$ cat src/rtl/frontend_redirect_ctrl.sv
`default_nettype none
// ============================================================================
// Module   : frontend_redirect_ctrl
// Brief    : Prioritized backend/predecode/P1 redirect issue with flush and
//            recovery-stall sequencing plus per-cause redirect counters.
// Revision : 1.0
// ============================================================================
module frontend_redirect_ctrl #(
   parameter int FTQ_SIZE       = 8,
   parameter int ADDR_WIDTH     = 32,
   parameter int RECOVER_CYCLES = 2,
   localparam int PTR_WIDTH     = $clog2(FTQ_SIZE)
) (
   input  logic                  clk,
   input  logic                  rst,
   input  logic                  backend_redirect_valid_i,
   input  logic [ADDR_WIDTH-1:0] backend_redirect_pc_i,
   input  logic [PTR_WIDTH-1:0]  backend_redirect_ftq_id_i,
   input  logic                  predecode_redirect_valid_i,
   input  logic [ADDR_WIDTH-1:0] predecode_redirect_pc_i,
   input  logic [PTR_WIDTH-1:0]  predecode_redirect_ftq_id_i,
   input  logic                  bpu_p1_redirect_valid_i,
   input  logic [ADDR_WIDTH-1:0] bpu_p1_redirect_pc_i,
   output logic                  bpu_redirect_valid_o,
   output logic [ADDR_WIDTH-1:0] bpu_redirect_pc_o,
   output logic                  ftq_flush_valid_o,
   output logic [PTR_WIDTH-1:0]  ftq_flush_id_o,
   output logic                  ifu_flush_o,
   output logic                  frontend_stall_o,
   output logic [1:0]            redirect_cause_o,
   output logic [31:0]           backend_redirect_cnt_o,
   output logic [31:0]           predecode_redirect_cnt_o
);

   localparam int c_CNT_W = (RECOVER_CYCLES > 0) ? $clog2(RECOVER_CYCLES + 1) : 1;
   localparam logic [c_CNT_W-1:0] c_RECOVER_LOAD = c_CNT_W'(RECOVER_CYCLES);
   localparam logic [1:0] c_CAUSE_NONE      = 2'd0;
   localparam logic [1:0] c_CAUSE_BACKEND   = 2'd1;
   localparam logic [1:0] c_CAUSE_PREDECODE = 2'd2;
   localparam logic [1:0] c_CAUSE_P1        = 2'd3;

   typedef enum logic [1:0] {
      S_IDLE    = 2'd0,
      S_FLUSH   = 2'd1,
      S_RECOVER = 2'd2
   } state_t;

   state_t                r_state;
   state_t                w_state_nxt;
   logic [c_CNT_W-1:0]    r_cnt;
   logic [c_CNT_W-1:0]    w_cnt_nxt;
   logic                  r_bpu_valid;
   logic [ADDR_WIDTH-1:0] r_bpu_pc;
   logic                  r_ftq_valid;
   logic [PTR_WIDTH-1:0]  r_ftq_id;
   logic                  r_ifu_flush;
   logic                  r_stall;
   logic [1:0]            r_cause;
   logic [31:0]           r_bk_cnt;
   logic [31:0]           r_pd_cnt;

   logic                  w_bk_acc;
   logic                  w_pd_acc;
   logic                  w_p1_acc;
   logic                  w_flush_go;
   logic [ADDR_WIDTH-1:0] w_pc_nxt;
   logic [PTR_WIDTH-1:0]  w_id_nxt;
   logic [1:0]            w_cause_nxt;

   always_comb begin
      w_bk_acc    = backend_redirect_valid_i;
      w_pd_acc    = predecode_redirect_valid_i && !backend_redirect_valid_i
                    && (r_state == S_IDLE);
      w_p1_acc    = bpu_p1_redirect_valid_i && !backend_redirect_valid_i
                    && !predecode_redirect_valid_i && (r_state == S_IDLE);
      w_flush_go  = w_bk_acc || w_pd_acc;
      w_pc_nxt    = bpu_p1_redirect_pc_i;
      w_id_nxt    = predecode_redirect_ftq_id_i;
      w_cause_nxt = c_CAUSE_NONE;
      if (w_bk_acc) begin
         w_pc_nxt    = backend_redirect_pc_i;
         w_id_nxt    = backend_redirect_ftq_id_i;
         w_cause_nxt = c_CAUSE_BACKEND;
      end else if (w_pd_acc) begin
         w_pc_nxt    = predecode_redirect_pc_i;
         w_cause_nxt = c_CAUSE_PREDECODE;
      end else if (w_p1_acc) begin
         w_cause_nxt = c_CAUSE_P1;
      end
   end

   // The recover counter is (re)loaded in every FLUSH cycle, so a backend
   // redirect arriving mid-recovery restarts the full window.
   always_comb begin
      w_state_nxt = r_state;
      w_cnt_nxt   = r_cnt;
      case (r_state)
         S_IDLE: w_state_nxt = S_IDLE;
         S_FLUSH: begin
            w_cnt_nxt   = c_RECOVER_LOAD;
            w_state_nxt = (RECOVER_CYCLES > 0) ? S_RECOVER : S_IDLE;
         end
         S_RECOVER: begin
            w_cnt_nxt   = r_cnt - c_CNT_W'(1);
            w_state_nxt = (r_cnt <= c_CNT_W'(1)) ? S_IDLE : S_RECOVER;
         end
         default: w_state_nxt = S_IDLE;
      endcase
      if (w_flush_go) begin
         w_state_nxt = S_FLUSH;
      end
   end

   always_ff @(posedge clk) begin
      if (rst) begin
         r_state     <= S_IDLE;
         r_cnt       <= '0;
         r_bpu_valid <= 1'b0;
         r_bpu_pc    <= '0;
         r_ftq_valid <= 1'b0;
         r_ftq_id    <= '0;
         r_ifu_flush <= 1'b0;
         r_stall     <= 1'b0;
         r_cause     <= c_CAUSE_NONE;
         r_bk_cnt    <= '0;
         r_pd_cnt    <= '0;
      end else begin
         r_state     <= w_state_nxt;
         r_cnt       <= w_cnt_nxt;
         r_bpu_valid <= w_flush_go || w_p1_acc;
         r_ftq_valid <= w_flush_go;
         r_ifu_flush <= w_flush_go;
         r_stall     <= (w_state_nxt != S_IDLE);
         r_cause     <= w_cause_nxt;
         if (w_flush_go || w_p1_acc) begin
            r_bpu_pc <= w_pc_nxt;
         end
         if (w_flush_go) begin
            r_ftq_id <= w_id_nxt;
         end
         if (w_bk_acc) begin
            r_bk_cnt <= r_bk_cnt + 32'd1;
         end
         if (w_pd_acc) begin
            r_pd_cnt <= r_pd_cnt + 32'd1;
         end
      end
   end

   assign bpu_redirect_valid_o     = r_bpu_valid;
   assign bpu_redirect_pc_o        = r_bpu_pc;
   assign ftq_flush_valid_o        = r_ftq_valid;
   assign ftq_flush_id_o           = r_ftq_id;
   assign ifu_flush_o              = r_ifu_flush;
   assign frontend_stall_o         = r_stall;
   assign redirect_cause_o         = r_cause;
   assign backend_redirect_cnt_o   = r_bk_cnt;
   assign predecode_redirect_cnt_o = r_pd_cnt;

endmodule
`default_nettype wire

$ cat config.mk
export PLATFORM = sky130hd
export DESIGN_NAME = frontend_redirect_ctrl
export DESIGN_NICKNAME = d
export VERILOG_FILES = /design/src/rtl/frontend_redirect_ctrl.sv
export SDC_FILE = /design/constraint.sdc
export NUM_CORES = 1
export LEC_CHECK = 0
export BUFFER_PORTS_ARGS = -buffer_cell sky130_fd_sc_hd__buf_4
export CORE_AREA = 2 2 136 98
export CTS_CLUSTER_DIAMETER = 100
export DETAILED_ROUTE_END_ITERATION = 7
export DIE_AREA = 0 0 138 100
export PLACE_DENSITY = 0.75
export RECOVER_POWER = 50
export SETUP_SLACK_MARGIN = 0.1
export SYNTH_ARGS = -nofsm -noshare
export SYNTH_HDL_FRONTEND = slang
export SYNTH_SLANG_ARGS = --single-unit
$ cat constraint.sdc
create_clock -name clk -period 2.1 [get_ports clk]
set_input_delay 0.21 -clock clk [delete_from_list [all_inputs] [get_ports clk]]
set_output_delay 0.21 -clock clk [all_outputs]
set_load 0.02 [all_outputs]
==> impl_metrics.ini, run 1 <==
[run_status]
status = finished, final reports clean

[placed_design]
placed_cell_area_mm2 = 0.00717
dp_hpwl_um = 11600
dp.cells = 969
portBuffers = 211
gp_congestion = 0.799

[critical_path]
cp.arrival_ps = 2190
cp_max_fo = 7
endpoint_kind = flip-flop
startpoint_type = flip-flop
crit_start = r_state[0]$_SDFF_PP0_
worstRegToRegCells = 6
regToRegStartpoint = r_state[0]$_SDFF_PP0_
r2r_slack_ps = 180
cp-endpoint = predecode_redirect_cnt_o[24]$_SDFFE_PP0P_
r2r-end = predecode_redirect_cnt_o[24]$_SDFFE_PP0P_
worstSetupPathType = reg -> reg
cp.required_ps = 2370

[finish]
num_antenna_cells = 0
final-instance-count-excl-fill = 987
area_growth_pct = 32.2
final_nets = 932
drive_gt1_share_pct = 24.5
final_area_mm2 = 0.00714

[logic_synthesis]
ys_warn_count = 0
synth_fp_nets = 730
avgSynthCellArea_um2 = 8.75
synth_ff_type = dfxtp_1
synthTopCellsByArea = dfxtp_1 (40%), mux2_2 (7.9%), a21oi_1 (6.6%)
yosysTopAreaCellShare_pct = 39.7
synth_top_cell_by_area = dfxtp_1
yosysMostFrequentCell = dfxtp_1
yosysSeqAreaShare_pct = 39.7
syn_inst = 617
synth_edf_count = 0
synth-seq-cells = 107
synth.distinct_cells = 45
synth_area_mm2 = 0.00540
async_flop_share_pct = 0
synth_commonest_cells = dfxtp_1 (107), a21oi_1 (71), nand2_1 (51), mux2_2 (38), nor2_1 (36)

[global_routing]
antenna_found_initial = 0
grt_max_degree = 64
grt_pass1_vias = 5075
grt_pass1_wl_um = 24900
grt_usage_pct = 21.6
grt_overflow = 0

[min_path]
hp-class = in -> reg

[floorplanning]
ioPinCount = 212
placementRows = 35
coreArea_mm2 = 0.0127
start_util_pct = 42.5
die_w_um = 138
die_area_mm2 = 0.0138
die_h_um = 100

[routing]
drt_iter0_markers = 286
drc = 0
vias_per_cell = 5.56
drt-wirelength-per-cell_um = 16.3
first_pass_iters = 5
drt_wl_total_um = 16100
vias = 5484
antenna_left = 0

[clock_network]
cts_tree = built
clock_path_buffers = 2
hold_buffers = 0
cts-root-buf = clkbuf_16
cts-buffers-inserted = 9
clk_pin_slew_ps = 70
cts.sinks = 107
clock_latency_ps = 340
htree_levels = 3

[timing]
fin_skew_ps = 8.40
slew_headroom_pct = 58.9
setup_tns_ps = 0
fin_crit_ps = 1920
fmax_mhz = 520
fin_crit_sh_pct = 91.5
finalSetupViolations = 0
hold_viol = 0
tightestPinTransition_ps = 617
final_max_slew_viol_count = 0
rsz0062_at_grt = yes

[pwr]
switching_share_pct = 25.7
p_seq_share_pct = 49.2
clockPowerShare_pct = 35.2
max-vdd-ir-drop_uv = 412
p_comb_share_pct = 15.6
p_per_area_mw_per_mm2 = 612
p_sw_mw = 1.12
leakage_nw = 2.61
p_int_mw = 3.25

[job]
drv_cap = 0
==> placed cells by master (no fill, tap or decap), types with 2 or more instances in the layout <==
cell        count
a21oi_1        70
and2_1          2
and3_1          4
and4_1         13
buf_12          2
buf_4         135
clkbuf_1      100
clkbuf_16      10
clkinvlp_4      2
dfxtp_1       107
ha_1            5
inv_1          11
mux2_2         38
mux2i_1         5
nand2_1        51
nand2b_1       32
nand3_1        20
nand3b_1        2
nand4_1        16
nand4_4         3
nor2_1         36
nor2b_1         4
nor3_1          3
nor4_1          4
nor4_2          2
o211ai_1       33
o21ai_0         8
o31ai_1        28
or3_1           7
or4_1          28
xnor2_1         9
xor2_1         14
==> worst max-delay path, stage by stage (launching register included) <==
cell and delay (ps):
dfxtp_1 340, inv_1 90, ha_2 240, and2_4 240, nand4_2 240, or4_1 560
a21oi_1 140
==> power groups by stage <==
stage          combinational, mW  clock (mW)  sequential, mW
4_1_cts                    0.729        1.57            2.15
3_3_place_gp               0.714           0            2.19
6_report                   0.680        1.54            2.15
2_1_floorplan              0.302           0            2.27
3_5_place_dp               0.726           0            2.19
5_1_grt                    0.734        1.66            2.15
==> sequential cells by signal (all words and copies together), names as in the netlist <==
name and count:
backend_redirect_cnt_o 32, bpu_redirect_pc_o 32, predecode_redirect_cnt_o 32, ftq_flush_id_o 3, r_cnt 2, r_state 2
redirect_cause_o 2, bpu_redirect_valid_o 1, frontend_stall_o 1
==> routing by layer <==
| layer | track usage, % | share of wire, % | up-vias |
|---|---|---|---|
| li1 | - | - | 2665 |
| met1 | 28.5 | 46 | 2642 |
| met2 | 36.1 | 48 | 155 |
| met3 | 5.25 | 5.0 | 22 |
| met4 | 5.26 | 1.4 | 0 |
| met5 | 0 | 0 | - |
==> how the worst min path moves through the flow <==
stage	from	end	slack, ps	cells past startpoint
2_1_floorplan	backend_redirect_ftq_id_i[0]	ftq_flush_id_o[0]$_SDFFE_PP0P_	350	2
3_3_place_gp	bpu_redirect_pc_o[9]$_SDFFE_PP0P_	bpu_redirect_pc_o[9]$_SDFFE_PP0P_	440	2
3_5_place_dp	bpu_redirect_pc_o[21]$_SDFFE_PP0P_	bpu_redirect_pc_o[21]$_SDFFE_PP0P_	450	2
4_1_cts	backend_redirect_ftq_id_i[1]	ftq_flush_id_o[1]$_SDFFE_PP0P_	100	3
5_1_grt	backend_redirect_ftq_id_i[2]	ftq_flush_id_o[2]$_SDFFE_PP0P_	110	3
6_report	backend_redirect_ftq_id_i[1]	ftq_flush_id_o[1]$_SDFFE_PP0P_	110	3
==> area by class of cell <==
type                       instances  area [um^2]
multi-input combinational        452         3040
clock buffer                      11          243
clock inverter                     2         15.0
tap                              166          208
fill                            1246         5560
timing repair buffer             237         1450
sequential                       107         2140
inverter                          12         45.0
==> kinds of logic after synthesis <==
| group | Yosys count | synth area share, % |
|---|---|---|
| simple gates | 237 | 25.4 |
| compound gates | 142 | 16.1 |
| flops | 107 | 39.7 |
| buf+inv | 59 | 4.89 |
| mux | 43 | 8.85 |
| xor+xnor | 23 | 3.73 |
| fa+ha+maj | 6 | 1.39 |
==> stage by stage <==
stage | hold slack [ps] | total power, mW | util (%) | setup slack [ps]
2_1_floorplan | 354 | 2.58 | - | 144
3_3_place_gp | 440 | 2.90 | 56.4 | 165
3_5_place_dp | 447 | 2.92 | 56.4 | 71.5
4_1_cts | 104 | 4.44 | 58.5 | 92.9
5_1_grt | 108 | 4.55 | 56.2 | 97.8
6_report | 108 | 4.37 | 56.2 | 178
==> repair_timing <==
item                                    4_1_cts  5_1_grt
gates cloned                                  0        2
endpoints found under the hold margin         0        0
gates resized for setup                       1        4
endpoints found under the setup margin        1       47
buffers inserted                              0        3
pin swaps                                     0        1
Note: power is estimated with default switching activity, not from simulation.
==> run 2, diff against run 1 <==
PLACE_DENSITY = 0.76   (was 0.75)
==> run 2 against run 1 <==
- first-iteration DRC count grew 0.70%
- worst hold slack worse by 3.7 ps
- total power increased by 2.5%
- largest power group unchanged
- highest routed layer unchanged
==> impl_metrics.ini, run 2 (same netlist as run 1, synthesis figures left out) <==
[floorplanning]
die_h_um = 100
die_area_mm2 = 0.0138
placementRows = 35
ioPinCount = 212
start_util_pct = 42.5
coreArea_mm2 = 0.0127
die_w_um = 138

[clock_network]
clk_pin_slew_ps = 70
hold_buffers = 0
clock_path_buffers = 2
cts.sinks = 107
clock_latency_ps = 340
htree_levels = 3
cts-buffers-inserted = 9
cts_tree = built
cts-root-buf = clkbuf_16

[critical_path]
r2r-end = bpu_redirect_pc_o[9]$_SDFFE_PP0P_
regToRegStartpoint = r_state[0]$_SDFF_PP0_
cp.required_ps = 2320
startpoint_type = flip-flop
worstSetupPathType = reg -> reg
r2r_slack_ps = 160
cp_max_fo = 38
worstRegToRegCells = 7
cp.arrival_ps = 2160
endpoint_kind = flip-flop

[min_path]
hold_depth = 3
hold-path-endpoint = ftq_flush_id_o[2]$_SDFFE_PP0P_
hp-class = in -> reg
min-delay-start = backend_redirect_ftq_id_i[2]

[global_routing]
grt_usage_pct = 21.6
grt_pass1_vias = 5013
grt_overflow = 0
grt_util_met3_pct = 5.06
grtUsageMet1_pct = 28.5
grt_max_degree = 44
use_met2_pct = 35.4
busiest_layer = met2
grt_pass1_wl_um = 24700
antenna_found_initial = 0

[pwr]
leakage_nw = 2.63
power_mw = 4.48
max-vdd-ir-drop_uv = 410
p_per_area_mw_per_mm2 = 626

[timing]
tightestPinTransition_ps = 468
slew_headroom_pct = 68.8
fin_crit_ps = 1940
fin_crit_sh_pct = 92.3
finalSetupViolations = 0
fmax_mhz = 516
rsz0062_at_grt = yes
fin_skew_ps = 7.42
final_max_slew_viol_count = 0
setup_tns_ps = 0
setup_ws_ps = 162
hold_slack_ps = 104
hold_viol = 0

[finish]
num_antenna_cells = 0
drive_gt1_share_pct = 25.0
final_cell_mix = buf_4 (138), dfxtp_1 (107), clkbuf_1 (101)
regArea_mm2 = 0.00214
area_growth_pct = 32.6
multiInputGateArea_mm2 = 0.00303
final_nets = 934
num-fill-cells = 1229
final_common_cell = buf_4
final-instance-count-excl-fill = 991

[routing]
antenna_left = 0
drt-wirelength-per-cell_um = 15.9
drc = 0
vias_per_cell = 5.44
drt_iter0_markers = 288
vias = 5394
drt_wl_total_um = 15700
first_pass_iters = 5

[placed_design]
dp_slack_ps = 97.0
portBuffers = 211
dp_hpwl_um = 11600
gp_congestion = 0.840
dp.cells = 973

[job]
drv_cap = 0

[run_status]
status = finished, final reports clean
run 2: layer usage:
metal / vias to the layer above / wire length [um]
li1: 2663 / -
met1: 2594 / 7190
met2: 116 / 7640
met3: 21 / 648
met4: 0 / 249
met5: - / 0
run 2: worst max-delay path: stages, from the launching register on:
cell and delay (ps):
dfxtp_1 340, inv_1 90, ha_2 240, and2_2 240, buf_12 240, mux2_2 360
o211ai_1 180, a21oi_1 100
run 2: through the flow:
step	util, %	cell area [um^2]
floorplan	-	5400
global route	56.4	7160
detailed placement	56.7	7200
CTS	58.9	7490
finish	56.4	7160
global placement	56.7	7200
run 2: what timing repair did:
| action | 4_1_cts | 5_1_grt |
|---|---|---|
| setup buffers | 0 | 2 |
| gates resized for setup | 1 | 4 |
| pin swaps | 0 | 1 |
| cloned | 0 | 1 |
| endpoints found under the setup margin | 1 | 14 |
run 2: cell type report:
class / instances / share of cell area [%]
sequential: 107 / 29.9
tap: 166 / 2.90
clock inverter: 4 / 0.734
inverter: 12 / 0.629
multi-input combinational: 452 / 42.3
clock buffer: 11 / 3.25
timing repair buffer: 239 / 20.2
run 2: how the worst max path moves through the flow:
| stage | cells after the start | slack [ps] | from | endpoint |
|---|---|---|---|---|
| 2_1_floorplan | 8 | 140 | r_state[0]$_SDFF_PP0_ | predecode_redirect_cnt_o[31]$_SDFFE_PP0P_ |
| 3_3_place_gp | 6 | 230 | r_state[0]$_SDFF_PP0_ | predecode_redirect_cnt_o[26]$_SDFFE_PP0P_ |
| 3_5_place_dp | 6 | 100 | r_state[0]$_SDFF_PP0_ | predecode_redirect_cnt_o[26]$_SDFFE_PP0P_ |
| 4_1_cts | 6 | 140 | r_state[0]$_SDFF_PP0_ | predecode_redirect_cnt_o[26]$_SDFFE_PP0P_ |
| 5_1_grt | 7 | 60 | r_state[0]$_SDFF_PP0_ | bpu_redirect_pc_o[9]$_SDFFE_PP0P_ |
| 6_report | 7 | 160 | r_state[0]$_SDFF_PP0_ | bpu_redirect_pc_o[9]$_SDFFE_PP0P_ |
run 2: power by group:
| group | total, mW | leakage [nW] | switching, mW | internal [mW] |
|---|---|---|---|---|
| Combinational | 0.672 | 1.62 | 0.352 | 0.320 |
| Clock | 1.66 | 0.140 | 0.740 | 0.922 |
| Sequential | 2.14 | 0.873 | 0.0420 | 2.10 |
==> run 3, diff against run 2 <==
CORE_AREA = 2 2 82 162   (was 2 2 136 98)
DIE_AREA = 0 0 84 164   (was 0 0 138 100)
SLEW_MARGIN = 15   (was not set)
==> run 3 against run 2 <==
- non-clock buffer count rose by 1
- highest routed layer unchanged
- critical path depth fell by 2
- first-iteration DRC count fell by 16%
- maximum frequency rose by 1.1%
- sequential power barely moved
- sequential cell count did not move
- worst hold slack got worse by 4.3 ps
- total power fell by 1.1%
==> impl_metrics.ini, run 3 (same netlist as run 1, synthesis figures left out) <==
[run_status]
status = finished, final reports clean

[routing]
drt_wl_total_um = 16100
antenna_left = 0
drt-wirelength-per-cell_um = 16.5
vias_per_cell = 5.62
vias = 5481
drc = 0
drt_iter0_markers = 242
first_pass_iters = 4

[finish]
num_antenna_cells = 0
num-fill-cells = 1221
final_area_mm2 = 0.00712
final_core_util_pct = 56.7
area_growth_pct = 31.9
final-instance-count-excl-fill = 975
final_cell_mix = buf_4 (138), dfxtp_1 (106), clkbuf_1 (99)
drive_gt1_share_pct = 25.7
final_common_cell = buf_4
regArea_mm2 = 0.00214
final_nets = 934
multiInputGateArea_mm2 = 0.00303

[timing]
final_max_slew_viol_count = 0
fin_crit_ps = 1920
fin_skew_ps = 10.6
rsz0062_at_grt = yes
setup_ws_ps = 184
fin_crit_sh_pct = 91.2
slew_headroom_pct = 26.3
finalSetupViolations = 0
hold_viol = 0
fmax_mhz = 522
tightestPinTransition_ps = 1110
hold_slack_ps = 99.7

[pwr]
p_per_area_mw_per_mm2 = 622
p_int_mw = 3.23
leakage_nw = 2.63
max-vdd-ir-drop_uv = 482
switching_share_pct = 27.0
p_sw_mw = 1.19
p_seq_share_pct = 48.4
clockPowerShare_pct = 36.4
p_comb_share_pct = 15.2

[critical_path]
startpoint_type = flip-flop
crit_chain = and4_2 -> nand4_4 -> buf_4 -> or4_1 -> a21oi_1
cp_max_fo = 11
endpoint_kind = flip-flop
crit_slowest_cell = or4_1
r2r_slack_ps = 180
critPathMaxStageDelay_ps = 520
cp.arrival_ps = 2180
worstSetupPathType = reg -> reg
cp.required_ps = 2360

[clock_network]
cts_tree = built
cts-root-buf = clkbuf_16
htree_levels = 3
clk_pin_slew_ps = 80
hold_buffers = 0
clock_latency_ps = 350
cts-buffers-inserted = 9
clock_path_buffers = 2
cts.sinks = 107

[global_routing]
grt_usage_pct = 23.1
grt_pass1_wl_um = 25900
grt_max_degree = 52
antenna_found_initial = 0
grt_overflow = 0
grt_pass1_vias = 5444

[min_path]
hp-class = in -> reg

[floorplanning]
coreArea_mm2 = 0.0126
start_util_pct = 43.0
placementRows = 58
ioPinCount = 212
die_w_um = 84
die_h_um = 164
die_area_mm2 = 0.0138

[placed_design]
gp_congestion = 0.825
placed_cell_area_mm2 = 0.00718
dp_slack_ps = -10.1
portBuffers = 211
dp.cells = 957
dp_hpwl_um = 12300

[job]
drv_cap = 0
run 3: layer usage:
layer | vias up | part of all wire [%] | global-route usage (%)
met1 | 2576 | 36 | 24.2
met2 | 217 | 54 | 43.3
li1 | 2659 | - | -
met3 | 29 | 6.6 | 5.78
met4 | 0 | 2.7 | 9.75
met5 | - | 0 | 0
run 3: critical path, delay by kind of cell, from the launching register on:
| family | cells | cell delay (ps) |
|---|---|---|
| DFF | 1 | 420 |
| and+or+nand+nor | 3 | 1030 |
| AOI/OAI and AO/OA | 1 | 140 |
| buffers and inverters | 1 | 230 |
run 3: path summary, 6_finish.rpt:
path / endpoint / depth (start not counted) / start
max: predecode_redirect_cnt_o[23]$_SDFFE_PP0P_ / 5 / predecode_redirect_cnt_o[9]$_SDFFE_PP0P_
min: ftq_flush_id_o[1]$_SDFFE_PP0P_ / 3 / backend_redirect_ftq_id_i[1]
max reg2reg: predecode_redirect_cnt_o[23]$_SDFFE_PP0P_ / 5 / predecode_redirect_cnt_o[9]$_SDFFE_PP0P_
min reg2reg: bpu_redirect_pc_o[11]$_SDFFE_PP0P_ / 2 / bpu_redirect_pc_o[11]$_SDFFE_PP0P_
run 3: layout make-up:
| type | instances | share of cell area (%) |
|---|---|---|
| multi-input cells | 451 | 42.6 |
| flip-flops and latches | 107 | 30.1 |
| repair buffers | 240 | 20.2 |
| clock buffers | 9 | 3.16 |
| well taps | 150 | 2.64 |
| clock inverters | 6 | 0.720 |
| inverters | 12 | 0.633 |
run 3: through the flow:
stage               TNS [ps]  total power, mW
finish                     0             4.43
floorplan                  0             2.58
global route               0             4.61
global placement           0             2.91
detailed placement     -10.1             2.93
CTS                        0             4.53
run 3: what timing repair did:
| action | CTS | global route |
|---|---|---|
| resized for setup | 1 | 9 |
| setup buffers | 0 | 3 |
| endpoints found under the setup margin | 32 | 31 |
| endpoints found under the hold margin | 0 | 0 |
| pin swaps | 0 | 2 |
run 3: power by group through the flow:
stage / Clock (mW) / Sequential (mW) / Combinational [mW]
3_5_place_dp: 0 / 2.19 / 0.736
4_1_cts: 1.65 / 2.15 / 0.738
2_1_floorplan: 0 / 2.27 / 0.302
3_3_place_gp: 0 / 2.19 / 0.721
6_report: 1.61 / 2.15 / 0.671
5_1_grt: 1.72 / 2.16 / 0.733
